### src/rtl/trap_unit.sv
// Machine-mode trap/mret sequencer: prioritises interrupts and exceptions at commit, drives CSR writes and the fetch redirect.
// Latency: interrupt lines are visible SYNC_STAGES cycles after they change; each trap or mret takes 3 cycles (detect, write, redirect).
// Backpressure: there is no handshake; FLUSH_SM/STALL_SM hold the pipeline while a sequence runs, and commit inputs are ignored outside IDLE.
module trap_unit #(
  parameter int SYNC_STAGES = 2
) (
  input  logic        clk,
  input  logic        reset_n,
  input  logic        COMMIT_VALID_SM,
  input  logic [31:0] COMMIT_PC_SM,
  input  logic [31:0] COMMIT_INSTR_SM,
  input  logic [8:0]  EXC_FLAGS_SM,
  input  logic [31:0] FAULT_ADR_SM,
  input  logic        MRET_SM,
  input  logic [11:0] PIPE_CSR_WADR_SM,
  input  logic [31:0] PIPE_CSR_WDATA_SM,
  input  logic        PIPE_CSR_ENABLE_SM,
  input  logic        IRQ_EXT,
  input  logic        IRQ_TIMER,
  input  logic        IRQ_SOFT,
  input  logic [31:0] MSTATUS_RC,
  input  logic [31:0] MTVEC_VALUE_RC,
  input  logic [31:0] MIE_VALUE_RC,
  input  logic [31:0] MEPC_SC,
  output logic [11:0] CSR_WADR_SM,
  output logic [31:0] CSR_WDATA_SM,
  output logic        CSR_ENABLE_SM,
  output logic        EXCEPTION_SM,
  output logic [31:0] MSTATUS_WDATA_SM,
  output logic [31:0] MIP_WDATA_SM,
  output logic [31:0] MEPC_WDATA_SM,
  output logic [31:0] MCAUSE_WDATA_SM,
  output logic [31:0] MTVAL_WDATA_SM,
  output logic        FLUSH_SM,
  output logic        STALL_SM,
  output logic        REDIRECT_VALID_SM,
  output logic [31:0] REDIRECT_PC_SM
);

  typedef enum logic [1:0] {IDLE, TRAP_WR, MRET_WR, REDIRECT} state_t;

  state_t                 state;
  logic [SYNC_STAGES-1:0] ext_sync, tim_sync, soft_sync;
  logic                   ext_s, tim_s, soft_s;
  logic [31:0]            pend, irq_active;
  logic                   is_idle, intr_take, exc_take, trap_take, mret_take;
  logic [3:0]             intr_code, exc_code, trap_code;
  logic [31:0]            trap_mcause, trap_mtval, trap_mstatus, mret_mstatus;
  logic [31:0]            tvec_base, tvec_target;

  // Registered trap/mret state
  logic [31:0] mstatus_q, mepc_q, mcause_q, mtval_q, mret_mstatus_q;
  logic        intr_q, mret_q;
  logic [3:0]  code_q;
  logic        exception_q, flush_q, redirect_q;

  // Two-or-more flop synchronisers on each asynchronous interrupt line
  always_ff @(posedge clk or negedge reset_n) begin
    if (!reset_n) begin
      ext_sync  <= '0;
      tim_sync  <= '0;
      soft_sync <= '0;
    end else begin
      ext_sync  <= {ext_sync[SYNC_STAGES-2:0], IRQ_EXT};
      tim_sync  <= {tim_sync[SYNC_STAGES-2:0], IRQ_TIMER};
      soft_sync <= {soft_sync[SYNC_STAGES-2:0], IRQ_SOFT};
    end
  end

  assign ext_s  = ext_sync[SYNC_STAGES-1];
  assign tim_s  = tim_sync[SYNC_STAGES-1];
  assign soft_s = soft_sync[SYNC_STAGES-1];

  // Pending vector: external at bit 11, timer at bit 7, software at bit 3
  assign pend         = {20'b0, ext_s, 3'b0, tim_s, 3'b0, soft_s, 3'b0};
  assign MIP_WDATA_SM = pend;
  assign irq_active   = pend & MIE_VALUE_RC;

  assign is_idle   = (state == IDLE);
  assign intr_take = is_idle && COMMIT_VALID_SM && MSTATUS_RC[3] && (irq_active != 32'b0);
  assign exc_take  = is_idle && COMMIT_VALID_SM && !intr_take && (EXC_FLAGS_SM != 9'b0);
  assign trap_take = intr_take || exc_take;
  assign mret_take = is_idle && COMMIT_VALID_SM && MRET_SM && !intr_take && (EXC_FLAGS_SM == 9'b0);

  // Cause selection: fixed priority among interrupts and among exception flags
  always_comb begin
    intr_code = 4'd7;
    if (irq_active[11])     intr_code = 4'd11;
    else if (irq_active[3]) intr_code = 4'd3;

    exc_code = 4'd0;
    if (EXC_FLAGS_SM[1])      exc_code = 4'd1;
    else if (EXC_FLAGS_SM[0]) exc_code = 4'd0;
    else if (EXC_FLAGS_SM[2]) exc_code = 4'd2;
    else if (EXC_FLAGS_SM[3]) exc_code = 4'd3;
    else if (EXC_FLAGS_SM[8]) exc_code = 4'd11;
    else if (EXC_FLAGS_SM[6]) exc_code = 4'd6;
    else if (EXC_FLAGS_SM[4]) exc_code = 4'd4;
    else if (EXC_FLAGS_SM[7]) exc_code = 4'd7;
    else if (EXC_FLAGS_SM[5]) exc_code = 4'd5;
  end

  // Trap write data derived from the committing instruction and current mstatus
  always_comb begin
    trap_code   = intr_take ? intr_code : exc_code;
    trap_mcause = intr_take ? {1'b1, 27'b0, intr_code} : {28'b0, exc_code};

    trap_mtval = 32'b0;
    if (!intr_take) begin
      case (exc_code)
        4'd0, 4'd1, 4'd4, 4'd5, 4'd6, 4'd7: trap_mtval = FAULT_ADR_SM;
        4'd2:                               trap_mtval = COMMIT_INSTR_SM;
        default:                            trap_mtval = 32'b0;
      endcase
    end

    trap_mstatus        = MSTATUS_RC;
    trap_mstatus[7]     = MSTATUS_RC[3];
    trap_mstatus[3]     = 1'b0;
    trap_mstatus[12:11] = 2'b11;

    mret_mstatus        = MSTATUS_RC;
    mret_mstatus[3]     = MSTATUS_RC[7];
    mret_mstatus[7]     = 1'b1;
    mret_mstatus[12:11] = 2'b11;
  end

  // Sequencer: captures trap/mret data on leaving IDLE and walks write -> redirect -> idle
  always_ff @(posedge clk or negedge reset_n) begin
    if (!reset_n) begin
      state          <= IDLE;
      mstatus_q      <= '0;
      mepc_q         <= '0;
      mcause_q       <= '0;
      mtval_q        <= '0;
      mret_mstatus_q <= '0;
      intr_q         <= 1'b0;
      mret_q         <= 1'b0;
      code_q         <= '0;
      exception_q    <= 1'b0;
      flush_q        <= 1'b0;
      redirect_q     <= 1'b0;
    end else begin
      case (state)
        IDLE: begin
          if (trap_take) begin
            state       <= TRAP_WR;
            mstatus_q   <= trap_mstatus;
            mepc_q      <= COMMIT_PC_SM;
            mcause_q    <= trap_mcause;
            mtval_q     <= trap_mtval;
            intr_q      <= intr_take;
            code_q      <= trap_code;
            mret_q      <= 1'b0;
            exception_q <= 1'b1;
            flush_q     <= 1'b1;
          end else if (mret_take) begin
            state          <= MRET_WR;
            mret_mstatus_q <= mret_mstatus;
            mret_q         <= 1'b1;
            flush_q        <= 1'b1;
          end
        end
        TRAP_WR: begin
          state       <= REDIRECT;
          exception_q <= 1'b0;
          mstatus_q   <= '0;
          mepc_q      <= '0;
          mcause_q    <= '0;
          mtval_q     <= '0;
          redirect_q  <= 1'b1;
        end
        MRET_WR: begin
          state      <= REDIRECT;
          redirect_q <= 1'b1;
        end
        REDIRECT: begin
          state      <= IDLE;
          redirect_q <= 1'b0;
          flush_q    <= 1'b0;
        end
        default: state <= IDLE;
      endcase
    end
  end

  assign EXCEPTION_SM     = exception_q;
  assign MSTATUS_WDATA_SM = mstatus_q;
  assign MEPC_WDATA_SM    = mepc_q;
  assign MCAUSE_WDATA_SM  = mcause_q;
  assign MTVAL_WDATA_SM   = mtval_q;
  assign FLUSH_SM         = flush_q;
  assign STALL_SM         = flush_q;

  // Redirect target uses live mtvec/mepc so writes retired just before the trap are seen
  assign tvec_base   = {MTVEC_VALUE_RC[31:2], 2'b00};
  assign tvec_target = (intr_q && (MTVEC_VALUE_RC[1:0] == 2'b01))
                       ? tvec_base + {26'b0, code_q, 2'b00} : tvec_base;

  assign REDIRECT_VALID_SM = redirect_q;
  assign REDIRECT_PC_SM    = redirect_q ? (mret_q ? MEPC_SC : tvec_target) : 32'b0;

  // CSR write port arbitration: pipeline passthrough in IDLE unless trapping, mstatus restore in MRET_WR
  always_comb begin
    CSR_ENABLE_SM = 1'b0;
    CSR_WADR_SM   = 12'b0;
    CSR_WDATA_SM  = 32'b0;
    if (state == MRET_WR) begin
      CSR_ENABLE_SM = 1'b1;
      CSR_WADR_SM   = 12'h300;
      CSR_WDATA_SM  = mret_mstatus_q;
    end else if (is_idle && !trap_take && PIPE_CSR_ENABLE_SM) begin
      CSR_ENABLE_SM = 1'b1;
      CSR_WADR_SM   = PIPE_CSR_WADR_SM;
      CSR_WDATA_SM  = PIPE_CSR_WDATA_SM;
    end
  end

endmodule
### config.mk
export PLATFORM = sky130hd
export DESIGN_NAME = trap_unit
export DESIGN_NICKNAME = d
export VERILOG_FILES = /design/src/rtl/trap_unit.sv
export SDC_FILE = /design/constraint.sdc
export NUM_CORES = 1
export LEC_CHECK = 0
export BUFFER_PORTS_ARGS = -buffer_cell sky130_fd_sc_hd__buf_4
export CAP_MARGIN = 20
export CORE_AREA = 2 2 205 207
export CTS_CLUSTER_SIZE = 30
export DETAILED_ROUTE_END_ITERATION = 16
export DIE_AREA = 0 0 207 209
export PLACE_DENSITY = 0.54
export SYNTH_ARGS = -nofsm -noshare
export SYNTH_HDL_FRONTEND = slang
export SYNTH_SLANG_ARGS = --single-unit
### constraint.sdc
create_clock -name clk -period 5.55 [get_ports clk]
set_input_delay 1.11 -clock clk [delete_from_list [all_inputs] [get_ports clk]]
set_output_delay 1.11 -clock clk [all_outputs]
set_load 0.01 [all_outputs]
* After elaboration in Yosys (flattened, before gate mapping)
Index checks and enable logic that the tools add are counted. Widths: inputs -> output; s select.
Storage, ports and cells: output and inout bits 241, flip-flop bits (word level) 177, input bits 285, logic and storage cells 102
Operators by class: mux-type cells 42, equality and inequality tests 12, reduce and logical (&&, ||, !) cells 30, $add $sub $neg 1, bitwise operators 2
Operators with widths (count):
- $mux 32 | 11
- $pmux 32 s2 | 5
- $add 32x6->32 | 1
- $and 12x32->32 | 1
- $reduce_bool 32->1 | 1
- $mux 4 | 7
- $mux 12 | 2
- $eq 4x3->1 const B | 4
- $mux 3 | 5
- $logic_and 1x1->1 | 11
- $logic_not 9->1 | 1
- $reduce_bool 9->1 | 1
- $reduce_and 2->1 | 4
- $reduce_bool 2->1 | 4
- $mux 1 | 6
- $pmux 1 s2 | 3
- $pmux 2 s3 | 1
- $reduce_or 6->1 | 1
- $eq 2x1->1 const B | 2
- $eq 2x2->1 const B | 2
- $eq 4x1->1 const B | 1
- $eq 4x2->1 const B | 1
- $logic_not 4->1 | 1
- $mux 2 | 2
- other kinds (8) | 9

* Logic depth before layout (Yosys ltp)
Gate-level depths: netlist of the first run.
depth in word-level cells 15, gate-level depth with buffers 11, mapped depth without buffers 7

* Worst setup path before layout of the first run
No wires, ideal clock.
path kind input -> output, start input port MTVEC_VALUE_RC[1], end output port REDIRECT_PC_SM[26], path slack 1.393 ns, stages on the path 6, data arrival time 3.047 ns, path buffers 1, path through nand3b_1 > or4_4 > or4_4 > buf_6 > or3_1 > a31oi_1
Between the ends: cells in the longest elaborated chain, start to end 5
Ends and longest elaborated chain:
- start: declaration | RTL line 22 | input logic [31:0] MTVEC_VALUE_RC,
- $eq 2x1->1 | RTL line 197 | assign tvec_target = (intr_q && (MTVEC_VALUE_RC[1:0] == 2'b01))
- $logic_and 1x1->1 | RTL line 197
- $mux 32 | RTL line 198 | ? tvec_base + {26'b0, code_q, 2'b00} : tvec_base;
- $mux 32 (2 in a row) | RTL line 201 | assign REDIRECT_PC_SM = redirect_q ? (mret_q ? MEPC_SC : tvec_target) : 32'b0;
- end: declaration | RTL line 37 | output logic [31:0] REDIRECT_PC_SM
Every way passes these cells.

* Worst setup path in the final report of the first run
start input port MTVEC_VALUE_RC[8], end output port REDIRECT_PC_SM[27]
Between the ends: cells in the longest elaborated chain, start to end 4
Ends and longest elaborated chain (RTL line):
- $add 32x6->32 | 198
- $mux 32 | 198
- $mux 32 (2 in a row) | 201
Every way passes these cells.

==> results of run 1 <==
placed cells by master (no fill, tap or decap), drive strengths merged, types with 4 or more instances in the layout:
master and count:
a21o 6, a21oi 22, a22o 64, a22oi 32, a31oi 11, and2 14, buf 456, bufinv 4
clkbuf 18, conb 57, dfrtp 145, ha 8, inv 16, mux2 29, nand2 97, nand3 15
nor2 14, nor3 8, nor4 6, o21ai 69, o2bb2ai 33, or3 8, or4 5, xnor2 11
xor2 4
stage by stage:
step / util (%) / hold slack [ps] / cells / cell area (um^2) / worst slack (ps)
floorplan: - / 331 / 835 / 7940 / 1390
global placement: 27.5 / 333 / 1709 / 11400 / 919
detailed placement: 27.5 / 335 / 1709 / 11400 / 878
CTS: 29.1 / 349 / 1741 / 12000 / 862
global route: 29.2 / 361 / 1744 / 12100 / 670
finish: 29.2 / 349 / 1744 / 12100 / 912
routing by layer:
metal | part of all wire, % | track usage (%) | vias to the layer above | wire length [um]
li1 | - | - | 3544 | -
met1 | 40 | 15.2 | 3567 | 11600
met2 | 52 | 23.4 | 360 | 15000
met3 | 7.2 | 3.76 | 29 | 2090
met4 | 1.3 | 3.67 | 2 | 390
met5 | 0.034 | 0 | - | 10
area by class of cell:
| type | instances | area [um^2] |
|---|---|---|
| Fill cell | 4352 | 29200 |
| Timing Repair Buffer | 456 | 3480 |
| Multi-Input combinational cell | 559 | 3600 |
| Clock inverter | 14 | 203 |
| Clock buffer | 18 | 429 |
| Sequential cell | 145 | 3630 |
| Inverter | 12 | 45.0 |
| Antenna cell | 1 | 2.50 |
| Tap cell | 539 | 674 |
state kept, by name (all words and copies together), names as in the netlist, 4 cells and up:
name              count
MTVAL_WDATA_SM       32
MCAUSE_WDATA_SM       5
MEPC_WDATA_SM        32
code_q                4
MSTATUS_WDATA_SM     30
mret_mstatus_q       30
power groups by stage:
stage / clock network (mW) / logic (mW) / registers [mW]
floorplan: 0 / 1.09 / 1.80
global placement: 0 / 2.51 / 1.71
detailed placement: 0 / 2.53 / 1.71
CTS: 1.30 / 2.52 / 1.71
global route: 1.34 / 2.69 / 1.76
finish: 1.25 / 2.48 / 1.70
kinds of logic after synthesis:
kind of cell | synth area share [%]
AOI/OAI and AO/OA | 24.1
and+or+nand+nor | 11.5
DFF | 46.9
buffers and inverters | 9.60
muxes | 4.48
xor gates and xnor gates | 1.70
adders and majority gates | 1.55
other | 0.0485
worst max-delay path: stages:
cell	delay, ps
buf_4	120
nand3_2	100
or4_4	590
or4b_1	700
or4_1	450
a31oi_1	270
buf_4	170
worst max path at each step:
stage,startpoint,cells after the start,to
6_report,MTVEC_VALUE_RC[8],7,REDIRECT_PC_SM[27]
5_1_grt,MIE_VALUE_RC[3],8,CSR_WADR_SM[5]
4_1_cts,MIE_VALUE_RC[3],8,CSR_WADR_SM[11]
3_5_place_dp,MIE_VALUE_RC[3],8,CSR_WDATA_SM[11]
3_3_place_gp,MTVEC_VALUE_RC[8],7,REDIRECT_PC_SM[27]
2_1_floorplan,MTVEC_VALUE_RC[1],6,REDIRECT_PC_SM[26]
==> run metrics, run 1 <==
clock group share of total power 23.1%; most common cell in the netlist dfrtp_1; CTS Buffer Depth 2; initial antenna violation count 2; outcome complete, no violations; Setup TNS 0 ps; Crit. End Element primary output; Chip Height 209 um; number of synthesized flops with an enable pin 0; combinational power share 45.6%; first-pass GRT wire length 44,200 um; clock sinks 145; Die Wd 207 um; Reg2Reg Setup Slack 2680 ps; die footprint 43,300 um^2; Initial Utilization 18.7%; Syn Area/Cell 9.92 um^2; Worst Setup Start Kind input pin; R2R Path Start soft_sync[1]; Hold Crit Depth 0; FFs w/ async S/R, synth 100%; Critical Setup Path Class input pin to primary output; clk_skew 9.57 ps; CTS Hold Bufs 0; Worst EP required 4440 ps; Slew HR 35.3%; total track usage 13.1%; Final GP Congestion 0.870; Hold Crit Class flip-flop to flip-flop; Fin. Hold Viols 0; Max IR drop VDD 0.340 mV; post-synth top area share 46.9%; area grow syn2layout 56.0%; GRT overflow 0; sequential share of the synthesized area 46.9%; pin count of the biggest net entering global routing 98; row count 75; Num CTS Buffers 17; Slew @ Worst Pin 971 ps; RR Endpoint MCAUSE_WDATA_SM[1]; worst skew pair latency 430 ps; Post-synth top cells dfrtp_1 (145), nand2_1 (97), o21ai_0 (69); clock transition at the registers of the reported paths 60 ps; Netlist cell types 60; CTS root buffer clkbuf_16; vias in the first global route 7,679; IO Pins 526; DR WL/cell 16.7 um; Residual DRC 0; top cells by area, synth dfrtp_1 (47%), a22o_1 (7.3%), buf_4 (6.1%); Hold EP soft_sync[1]; post-synthesis register bit count 145; main flop type after synthesis dfrtp_1; Setup-failing EPs final 0; Max Slew Vio Count 0; CP max FO 11; worst r2r path cells 6; Max Cap Viol 0; Cells after Synth 779; DP HPWL 22,300 um; final net count 1,485; drt via density 4.30; P_sw 2.05 mW; Ys Warns 0; final wirelength 29,100 um; HP Start soft_sync[0]; antenna-violating nets left 0; core area 41,300 um^2; dominant cell type by area after synthesis dfrtp_1; CTS tree built; drt first pass iters 5; setup bufs post-CTS 0; port bufs 437; sequential power share 31.3%; WP data arrival 3530 ps; htree depth 4; Mapped Area 7730 um^2; switching share of power 37.8%; Int Pwr 3.39 mW; RSZ-0062 raised after global routing false; Final Critical Period 4640 ps; total power 5.44 mW; CTS resizes 0; ratio of cells with drive above 1 in the final layout 43.9%; period utilisation layout 83.6%; Starting DRT DRC Count 405; Max Fclk 216 MHz; Pleak 5.92 nW; via count 7,502; PwrDens 451 nW/um^2
No activity file was read; power rests on OpenSTA's default activity.
==> run 2: changes to the inputs <==
- CORE_AREA: 2 2 205 207 -> 2 2 207 209
- DIE_AREA: 0 0 207 209 -> 0 0 209 211
- clock period: 5.55 -> 4.1 ns (I/O delays scaled with it)
==> run 2 against run 1 <==
Compared with the run above: first-iteration DRC count is 12% lower; critical path depth stayed put; register-to-register slack worse by 1400 ps; cell count is 0.40% higher; clock power is 18% higher; die area is 1.9% higher; sequential power is 36% higher; critical path type unchanged; via count is 0.40% higher; non-clock buffer count is 8 higher; core utilization is 0.31 points lower; sequential cell count stayed put; clock skew is 1.1 ps higher.
==> run metrics, run 2 (same netlist as run 1, synthesis figures left out) <==
outcome complete, no violations; Setup-failing EPs final 0 (unchanged); Setup TNS 0 ps (unchanged); worst skew pair latency 430 ps (about the same); Worst Setup Start Kind input pin; CP max FO 11 (unchanged); clk_skew 10.7 ps (+1.14 ps); pin count of the biggest net entering global routing 77 (-21%); htree depth 4 (unchanged); Final Critical Period 3940 ps; total track usage 13.0% (-0.084 points); most frequent cells in the layout buf_4 (456), dfrtp_1 (145), nand2_1 (97); RSZ-0062 raised after global routing false; Post-Route Utilization 28.9% (-0.31 points); Reg2Reg Setup Slack 1280 ps (-1400 ps); Slew @ Worst Pin 978 ps (+7.27 ps); core area 41,800 um^2 (+1.1%); HP Start tim_sync[0]; Critical Setup Path Class input pin to primary output; die footprint 44,100 um^2 (+1.9%); clock transition at the registers of the reported paths 60 ps (about the same); WP data arrival 3120 ps (-410 ps); Max IR drop VDD 0.367 mV (+8.0%); period utilisation layout 96.1%; CTS root buffer clkbuf_16; CTS Buffer Depth 2 (unchanged); Hold Crit Class flip-flop to flip-flop; IO Pins 526 (unchanged); Num CTS Buffers 17 (unchanged); Pleak 5.93 nW (+0.16%); CTS Hold Bufs 0 (unchanged); ratio of cells with drive above 1 in the final layout 44.1% (+0.16 points); setup bufs post-CTS 0 (unchanged); DR WL/cell 16.8 um (+0.93%); Max Cap Viol 0 (unchanged); Initial Utilization 18.5% (-0.21 points); antenna-violating nets left 0 (unchanged); row count 75 (unchanged); Worst EP required 3280 ps (-1160 ps); final wirelength 29,500 um (+1.3%); Residual DRC 0 (unchanged); Hold Crit Depth 0 (unchanged); DP HPWL 22,600 um (+1.7%); clock sinks 145 (unchanged); CTS tree built; final net count 1,493 (+0.54%); drt via density 4.30 (about the same); RR Endpoint MTVAL_WDATA_SM[16]; first-pass GRT wire length 44,000 um (-0.61%); Crit. End Element primary output; Max Fclk 254 MHz; drt first pass iters 5 (unchanged); Starting DRT DRC Count 355 (-12%); GRT overflow 0 (unchanged); worst r2r path cells 8 (+2); PwrDens 602 nW/um^2 (+33%); R2R Path Start soft_sync[1]; Hold EP tim_sync[1]; port bufs 437 (unchanged); vias in the first global route 7,456 (-2.9%); commonest non-fill, non-tap cell in the layout buf_4; CTS resizes 0 (unchanged); Chip Height 211 um (+0.96%); total power 7.26 mW (+34%); Final GP Congestion 0.767 (-12%); Slew HR 34.8% (-0.48 points); Hold Slack 348 ps (-0.868 ps); Die Wd 209 um (+0.97%); initial antenna violation count 1 (-1); via count 7,532 (+0.40%); Fin. Hold Viols 0 (unchanged); area grow syn2layout 56.1% (about the same); Cells after DPL 1,718 (+0.53%); Finished Layout Cells 1,751 (+0.40%); Max Slew Vio Count 0 (unchanged)
[run 2: layout make-up]
class	count	area [um^2]
Timing Repair Buffer	464	3570
Inverter	12	45.0
Sequential cell	145	3630
Multi-Input combinational cell	559	3600
Clock buffer	22	464
Tap cell	539	674
Antenna cell	1	2.50
Clock inverter	9	85.1
Fill cell	4385	29700
[run 2: worst max-delay path by stage]
stage / depth (start not counted) / to / start
global route: 8 / REDIRECT_PC_SM[27] / MTVEC_VALUE_RC[5]
CTS: 8 / REDIRECT_PC_SM[27] / MTVEC_VALUE_RC[5]
floorplan: 6 / REDIRECT_PC_SM[26] / MTVEC_VALUE_RC[1]
global placement: 8 / REDIRECT_PC_SM[27] / MTVEC_VALUE_RC[5]
finish: 7 / REDIRECT_PC_SM[27] / MTVEC_VALUE_RC[1]
detailed placement: 8 / REDIRECT_PC_SM[27] / MTVEC_VALUE_RC[5]
[run 2: metal layers]
layer | global-route usage [%] | part of all wire (%) | vias up
li1 | - | - | 3559
met2 | 23.4 | 52 | 340
met3 | 3.73 | 7.1 | 14
met5 | 0 | 0 | -
met1 | 15.0 | 40 | 3619
met4 | 3.55 | 0.79 | 0
[run 2: metrics by stage]
step	worst slack, ps	instance area [um^2]
after CTS	165	12100
after global routing	30.5	12100
after global placement	174	11500
after floorplan	523	7940
after detailed placement	161	11500
final	158	12100
[run 2: where the power goes]
group,leakage (nW),total (mW),internal (mW),switching [mW]
clock network,0.262,1.48,0.861,0.622
registers,1.95,2.31,1.93,0.378
logic,3.72,3.47,1.70,1.77
total,5.93,7.26,4.50,2.77
[run 2: critical path, stage by stage]
cell and delay [ps]:
buf_4 120, nand3b_1 200, or4_4 490, or4b_1 700
or4_1 460, a31oi_1 170, buf_4 140
==> run 3: changes to the inputs <==
==> constraint.sdc (replaced) <==
create_clock -name clk -period 4.1 [get_ports clk]
set_input_delay 0.205 -clock clk [delete_from_list [all_inputs] [get_ports clk]]
set_output_delay 0.205 -clock clk [all_outputs]
set_load 0.01 [all_outputs]
==> run 3 against run 2 <==
Compared with the run above: die area unchanged; clock skew increased by 1.7 ps; highest routed layer unchanged; critical path depth unchanged.
==> run metrics, run 3 (same netlist as run 1, synthesis figures left out) <==
outcome complete, no violations; antenna-violating nets left 0 (unchanged); Max Fclk 287 MHz (+13%); CTS root buffer clkbuf_16; DR WL/cell 16.6 um (-1.5%); Slew HR 35.0% (+0.20 points); area grow syn2layout 63.2%; initial antenna violation count 0 (-1); DP HPWL 22,400 um (-1.1%); most frequent cells in the layout buf_4 (449), dfrtp_1 (145), nand2_1 (97); Max IR drop VDD 0.460 mV (+25%); Max Cap Viol 0 (unchanged); Max Slew Vio Count 0 (unchanged); ratio of cells with drive above 1 in the final layout 41.3% (-2.8 points); pin count of the biggest net entering global routing 98 (+27%); Num CTS Buffers 17 (unchanged); n_diodes 0 (-1); Starting DRT DRC Count 381 (+7.3%); drt via density 4.28 (-0.54%); setup bufs post-CTS 0 (unchanged); Fin. Hold Viols 0 (unchanged); die footprint 44,100 um^2 (unchanged); final wirelength 29,900 um (+1.4%); final net count 1,549 (+3.8%); cell area after layout 12,600 um^2 (+4.5%); Residual DRC 0 (unchanged); Final GP Congestion 0.772 (+0.56%); CTS Buffer Depth 2 (unchanged); vias in the first global route 7,637 (+2.4%); Pleak 6.15 nW (+3.8%); GRT overflow 0 (unchanged); Hold Crit Class input pin to flip-flop; first-pass GRT wire length 44,700 um (+1.7%); RSZ-0062 raised after global routing false; PwrDens 576 nW/um^2 (-4.3%); Setup TNS 0 ps (unchanged); row count 75 (unchanged); via count 7,714 (+2.4%); Critical Setup Path Class flip-flop to primary output; core area 41,800 um^2 (unchanged); Worst Setup Start Kind flip-flop; Crit. End Element primary output; Post-Route Utilization 30.2% (+1.3 points); Final Critical Period 3480 ps (-463 ps); clk_skew 12.4 ps (+1.70 ps); IO Pins 526 (unchanged); commonest non-fill, non-tap cell in the layout buf_4; total track usage 13.3% (+0.27 points); period utilisation layout 84.8% (-11 points); port bufs 437 (unchanged); CTS tree built; worst skew pair latency 450 ps (+20 ps); CP max FO 11 (unchanged); Initial Utilization 18.5% (unchanged); Setup-failing EPs final 0 (unchanged); Worst EP required 3890 ps (+610 ps); drt first pass iters 5 (unchanged); htree depth 4 (unchanged); Chip Height 211 um (unchanged); clock sinks 145 (unchanged); clock transition at the registers of the reported paths 60 ps (about the same); Post-DP Area 11,400 um^2 (-1.2%); WP data arrival 3270 ps (+150 ps); Die Wd 209 um (unchanged); Slew @ Worst Pin 975 ps (-3.03 ps)
run 3: repair_timing:
item                       4_1_cts  5_1_grt
setup endpoints to repair        0        0
hold buffers                    66        0
hold endpoints to repair       163        0
resized for setup                0        0
run 3: worst paths after layout:
| path | start | end | slack (ps) | depth (start not counted) |
|---|---|---|---|---|
| min in group asynchronous | reset_n | MEPC_WDATA_SM[0] | 340 | 2 |
| hold / removal | COMMIT_INSTR_SM[25] | MTVAL_WDATA_SM[25] | 40 | 3 |
| setup / recovery | code_q[1] | REDIRECT_PC_SM[27] | 620 | 7 |
| setup reg to reg | soft_sync[1] | MSTATUS_WDATA_SM[31] | 1140 | 6 |
| hold reg to reg | tim_sync[0] | tim_sync[1] | 350 | 0 |
| max in group asynchronous | reset_n | tim_sync[0] | 2830 | 3 |
run 3: power breakdown:
part,switching (mW),internal (mW),leakage (nW)
clock network,0.605,0.926,0.278
registers,0.391,1.94,1.95
logic,1.75,1.65,3.93
total,2.75,4.52,6.15
run 3: stage by stage:
step	hold WS, ps	instances	power [mW]	setup slack [ps]
final	35.4	1803	7.26	621
after CTS	7.82	1801	7.37	586
after global routing	31.6	1803	7.74	408
after floorplan	-90.6	835	3.92	1610
after global placement	279	1707	5.71	1040
after detailed placement	286	1707	5.73	1010
run 3: worst max-delay path: stages (launching register included):
cell and delay [ps]:
dfrtp_1 460, ha_1 330, a211oi_1 90, o21bai_1 490, or4b_1 670, or4_1 460
a31oi_1 180, buf_4 140
run 3: layer usage:
layer	routed length (um)	GRT usage (%)	share of wire (%)
met5	0	0	0
met4	563	4.21	1.9
met3	2130	4.24	7.1
met2	15100	23.1	51
met1	12100	15.5	40
run 3: cell type report:
cell class / count / area (um^2)
clock buffers: 22 / 474
inverters: 12 / 45.0
flip-flops and latches: 145 / 3630
well taps: 539 / 674
fillers: 4347 / 29100
multi-input cells: 559 / 3600
repair buffers: 520 / 4110
clock inverters: 6 / 83.8
